<file path="config.mk">
export PLATFORM = sky130hd
export DESIGN_NAME = wshb_arbiter
export DESIGN_NICKNAME = d
export VERILOG_FILES = /design/src/rtl/wshb_arbiter.sv
export SDC_FILE = /design/constraint.sdc
export NUM_CORES = 1
export LEC_CHECK = 0
export CELL_PAD_IN_SITES_DETAIL_PLACEMENT = 0
export CELL_PAD_IN_SITES_GLOBAL_PLACEMENT = 1
export CORE_AREA = 2 2 128 130
export CTS_BUF_LIST = sky130_fd_sc_hd__clkbuf_4
export DETAILED_ROUTE_END_ITERATION = 8
export DIE_AREA = 0 0 130 132
export DONT_BUFFER_PORTS = 1
export PLACE_DENSITY_LB_ADDON = 0.12
export SYNTH_ARGS = -nofsm -noshare
export SYNTH_HDL_FRONTEND = slang
export SYNTH_SLANG_ARGS = --single-unit
</file>
<file path="constraint.sdc">
create_clock -name clk -period 2.4 [get_ports clk]
set_input_delay 0.12 -clock clk [delete_from_list [all_inputs] [get_ports clk]]
set_output_delay 0.12 -clock clk [all_outputs]
set_load 0.01 [all_outputs]
</file>
<file path="src/rtl/wshb_arbiter.sv">
// Two-requester Wishbone arbiter: grants the SDRAM port per cyc envelope, with a burst limit
// so the VGA reader cannot starve requester 1. Define ARB_ROUND_ROBIN_EN for round-robin contention.
module wshb_arbiter #(
  parameter int MAX_BURST = 16,
  parameter int ADR_W     = 32
) (
  input  logic             clk,
  input  logic             rst,

  input  logic             s0_cyc,
  input  logic             s0_stb,
  input  logic             s0_we,
  input  logic [ADR_W-1:0] s0_adr,
  input  logic [3:0]       s0_sel,
  input  logic [31:0]      s0_dat_ms,
  input  logic [2:0]       s0_cti,
  input  logic [1:0]       s0_bte,
  output logic             s0_ack,
  output logic [31:0]      s0_dat_sm,

  input  logic             s1_cyc,
  input  logic             s1_stb,
  input  logic             s1_we,
  input  logic [ADR_W-1:0] s1_adr,
  input  logic [3:0]       s1_sel,
  input  logic [31:0]      s1_dat_ms,
  input  logic [2:0]       s1_cti,
  input  logic [1:0]       s1_bte,
  output logic             s1_ack,
  output logic [31:0]      s1_dat_sm,

  output logic             m_cyc,
  output logic             m_stb,
  output logic             m_we,
  output logic [ADR_W-1:0] m_adr,
  output logic [3:0]       m_sel,
  output logic [31:0]      m_dat_ms,
  output logic [2:0]       m_cti,
  output logic [1:0]       m_bte,
  input  logic             m_ack,
  input  logic [31:0]      m_dat_sm,

  output logic [1:0]       gnt
);

`ifdef ARB_ROUND_ROBIN_EN
  localparam bit RR_EN = 1'b1;
`else
  localparam bit RR_EN = 1'b0;
`endif

  localparam bit PREEMPT_EN = (MAX_BURST > 0);
  localparam int CNT_W      = PREEMPT_EN ? $clog2(MAX_BURST + 1) : 1;
  localparam logic [CNT_W-1:0] CNT_MAX  = CNT_W'(MAX_BURST);
  localparam logic [CNT_W-1:0] CNT_LAST = CNT_W'(PREEMPT_EN ? MAX_BURST - 1 : 0);

  typedef enum logic [1:0] {IDLE, OWN0, OWN1} state_t;

  state_t           state;
  logic [CNT_W-1:0] burst_cnt;
  logic             preempt;
  logic             next_pref;   // requester owed the next grant after a preemption
  logic             rr_last;     // requester served by the most recent grant

  logic own_is_1;
  logic own_cyc;
  logic other_cyc;
  logic burst_end;
  logic idle_pick;

  assign own_is_1  = (state == OWN1);
  assign own_cyc   = own_is_1 ? s1_cyc : s0_cyc;
  assign other_cyc = own_is_1 ? s0_cyc : s1_cyc;
  assign burst_end = PREEMPT_EN && m_ack && (burst_cnt == CNT_LAST) && other_cyc;

  always_comb begin
    // NOTE: every always_comb output gets a default first so no path can infer a latch.
    idle_pick = s1_cyc;
    if (s0_cyc && s1_cyc) begin
      if (preempt)    idle_pick = next_pref;
      else if (RR_EN) idle_pick = ~rr_last;
      else            idle_pick = 1'b0;
    end
  end

  // NOTE: sequential state uses non-blocking assignments so every register sees pre-edge values.
  always_ff @(posedge clk) begin
    if (rst) begin
      state     <= IDLE;
      gnt       <= 2'b00;
      burst_cnt <= '0;
      preempt   <= 1'b0;
      next_pref <= 1'b0;
      rr_last   <= 1'b1;
    end else begin
      case (state)
        IDLE: begin
          if (s0_cyc || s1_cyc) begin
            state     <= idle_pick ? OWN1 : OWN0;
            gnt       <= idle_pick ? 2'b10 : 2'b01;
            rr_last   <= idle_pick;
            preempt   <= 1'b0;
            burst_cnt <= '0;
          end
        end
        OWN0, OWN1: begin
          if (!own_cyc) begin
            state <= IDLE;
            gnt   <= 2'b00;
          end else if (burst_end) begin
            // Owner keeps cyc/stb asserted and simply sees wait states until re-granted.
            state     <= IDLE;
            gnt       <= 2'b00;
            preempt   <= 1'b1;
            next_pref <= ~own_is_1;
          end else if (m_ack && (burst_cnt != CNT_MAX)) begin
            burst_cnt <= burst_cnt + 1'b1;
          end
        end
        default: begin
          state <= IDLE;
          gnt   <= 2'b00;
        end
      endcase
    end
  end

  // Request mux; the owner's stb is masked simply by IDLE forcing m_stb low.
  always_comb begin
    m_cyc    = 1'b0;
    m_stb    = 1'b0;
    s0_ack   = 1'b0;
    s1_ack   = 1'b0;
    m_we     = own_is_1 ? s1_we     : s0_we;
    m_adr    = own_is_1 ? s1_adr    : s0_adr;
    m_sel    = own_is_1 ? s1_sel    : s0_sel;
    m_dat_ms = own_is_1 ? s1_dat_ms : s0_dat_ms;
    m_cti    = own_is_1 ? s1_cti    : s0_cti;
    m_bte    = own_is_1 ? s1_bte    : s0_bte;
    case (state)
      OWN0: begin
        m_cyc  = s0_cyc;
        m_stb  = s0_stb;
        s0_ack = m_ack;
      end
      OWN1: begin
        m_cyc  = s1_cyc;
        m_stb  = s1_stb;
        s1_ack = m_ack;
      end
      default: ;
    endcase
  end

  assign s0_dat_sm = m_dat_sm;
  assign s1_dat_sm = m_dat_sm;

endmodule
</file>
==> reports/qor.csv <==
stage;metric;value;unit
outcome;status;completed;
routing;DR pass1 iterations;4;
final_layout;share of layout cells above drive strength 1;0.5409;
clock_network;H-tree Lvls;1;
timing;FMAX;0.5175;GHz
routing;drt drc;0;
place;DP Cell Count;370;
clock_network;CTS tree;built;
global_routing;first-pass GRT wire length;10.01;mm
timing;Final setup viols;0;
critical_path;Critical Path, Cell by Cell;inv_1, ha_1, nor2b_1, a21oi_1, and2_1, a21o_1;
routing;Total Routed Length;8.098;mm
timing;Final TNS setup;0;ns
timing;Final Hold Viols;0;
final_layout;fillers;1830;
clock_network;clk root buf;clkbuf_4;
floorplanning;Initial Util;0.1290;
floorplanning;Die Ht;132;um
floorplanning;IO Count;331;
final_layout;fin nets;353;
clock_network;Clock Path Buffers;2;
routing;Via Count;1349;
logic_synthesis;synth cell count leaders;mux2_2, buf_4, dfxtp_1;
logic_synthesis;Area contributors post-synth;mux2_2, buf_4, dfxtp_1;
critical_path;critical path required time;2.57;ns
power;PD cells;371.5;nW/um^2
floorplanning;DIE WIDTH;130;um
final_layout;multi-input gate area in the final layout;1305;um^2
timing;Slew Limit Fails;0;
final_layout;Seq. cell area;180.2;um^2
place;routability cong.;0.7556;
timing;max_slew headroom;0.7418;
critical_path;crit path max-delay cell type;ha_1;
power;Worst IR Drop VDD;141.5;uV
timing;final setup skew;0.007475;ns
hold_path;Hold Path Class;primary input to flop;
logic_synthesis;Synth area leader;mux2_2;
clock_network;clk sinks;9;
final_layout;area grow syn2layout;-8.580;%
hold_path;min-delay src;s1_cyc;
logic_synthesis;Yosys warning total;0;
routing;DR vias/cell;3.597;
logic_synthesis;Syn Std Cell Area;2027;um^2
critical_path;CP Launch Type;flop;
timing;period utilization;0.8052;
critical_path;Arr. time, crit path;2.10;ns
final_layout;n_diodes;0;
floorplanning;Core ar.;15710;um^2
global_routing;initial antenna violation count;4;
logic_synthesis;Top FF cell, synth;dfxtp_1;
logic_synthesis;Cell variety after synth;32;
logic_synthesis;Mapped Cells;224;
clock_network;clock network latency to the later pin of the worst-skew pair;0.26;ns
place;Port Buf Inserts;0;
logic_synthesis;Post-synth EDFFs;0;
clock_network;Setup Buffers After CTS;0;
logic_synthesis;Synth top area share;0.4111;
power;leak pwr;0.5893;nW
critical_path;R2R Path Start;state[0];
power;overall power;688.5;uW
routing;Routed wire per std cell;21.59;um
critical_path;max incr delay on CP;0.43;ns
clock_network;CTS Buf Count;3;
global_routing;vias in the first global route;1354;
critical_path;Setup crit start;state[0];
critical_path;Crit Path Class;flop to flop;
floorplanning;cell row count;46;
routing;initial drt markers;40;
logic_synthesis;post-synthesis register bit count;9;
floorplanning;die footprint;17160;um^2
critical_path;Max FO, Critical Path;9;
logic_synthesis;count leader, synth;mux2_2;
clock_network;Worst-path clk slew;0.07;ns
logic_synthesis;syn avg cell area;9.049;um^2
global_routing;total congestion overflow;0;
final_layout;Finished Layout Cells;375;
place;Post-DP HPWL;7.225;mm
job;MaxCap Viol Count;0;
logic_synthesis;Mapped Nets;417;
timing;RSZ-0062 raised after global routing;no;
critical_path;Crit. End Element;flop;
global_routing;Total GRT Usage;0.08015;
logic_synthesis;register area share after synthesis;0.08889;
global_routing;pin count of the biggest net entering global routing;57;
routing;Final ANT Viol Nets;0;
timing;worst slew pin tran;0.3832;ns
timing;post-route minimum period;1.933;ns
logic_synthesis;share of synthesized registers carrying an async set or reset;0;
## worst max-delay path, delay by kind of cell, from the launching register on
kind,cells,cell delay (ns)
AND/OR/NAND/NOR,2,0.49
AO/OA/AOI/OAI,2,0.37
buffers and inverters,1,0.12
flip-flops,1,0.42
adder cells (fa/ha/maj),1,0.43
## registers in the layout, summed over array words and instances, names as in the netlist
name and count:
burst_cnt 5, state 2, next_pref 1, preempt 1
## cell usage in the layout, fill, tap and decap left out, drive strengths merged, types with 2 or more instances in the layout
cell type	count
a21oi	5
a22oi	2
a32o	2
and2	4
and3	4
and4	2
buf	3
clkbuf	4
dfxtp	9
ha	6
inv	6
mux2	75
mux2i	3
nand2	5
nand2b	2
nand3	6
nand4bb	2
nor2	2
nor2b	3
o21ai	3
## report_power, final
| part | internal, mW | switching (mW) |
|---|---|---|
| registers | 0.158 | 0.00843 |
| clock network | 0.0755 | 0.0609 |
| logic | 0.172 | 0.214 |
## stage by stage
stage / area (um^2) / hold WS, ns / setup slack (ns) / util
finish: 1853 / 0.08649 / 0.4675 / 0.1179
floorplan: 2027 / 0.1891 / 0.6363 / -
detailed placement: 1813 / 0.1929 / 0.4498 / 0.1154
CTS: 1853 / 0.07510 / 0.4042 / 0.1179
global placement: 1813 / 0.1953 / 0.4668 / 0.1154
global route: 1853 / 0.08424 / 0.2769 / 0.1179
## area by class of cell
cell class | count | share of cell area
inverters | 6 | 0.01215
multi-input cells | 136 | 0.7043
clock buffers | 4 | 0.01621
well taps | 216 | 0.1458
repair buffers | 4 | 0.02431
flip-flops and latches | 9 | 0.09723
## path summary, 6_finish.rpt
path / slack, ns / endpoint / cells past startpoint
max: 0.47 / burst_cnt[0] / 6
min: 0.09 / state[0] / 3
max reg2reg: 0.47 / burst_cnt[0] / 6
min reg2reg: 0.50 / preempt / 2
## metal layers
metal	up-vias	GRT usage	wire, um
met4	4	0.008363	7
met1	620	0.09126	3000
met3	6	0.03856	1094
met5	-	0	28
met2	127	0.1396	3967
li1	592	-	-
## repair_timing
action                    CTS  global route
gates resized for setup     0             0
hold endpoints to repair    4             0
hold buffers                1             0
## kinds of logic (layout without fill, tap and decap cells)
| group | Yosys count | count (layout) | synth area share |
|---|---|---|---|
| buf+inv | 79 | 14 | 0.2735 |
| simple gates | 35 | 35 | 0.1056 |
| mux | 78 | 78 | 0.4333 |
| flops | 9 | 9 | 0.08889 |
| fa+ha+maj | 6 | 6 | 0.03704 |
| compound gates | 17 | 17 | 0.06173 |
Note: power is estimated with default switching activity, not from simulation.
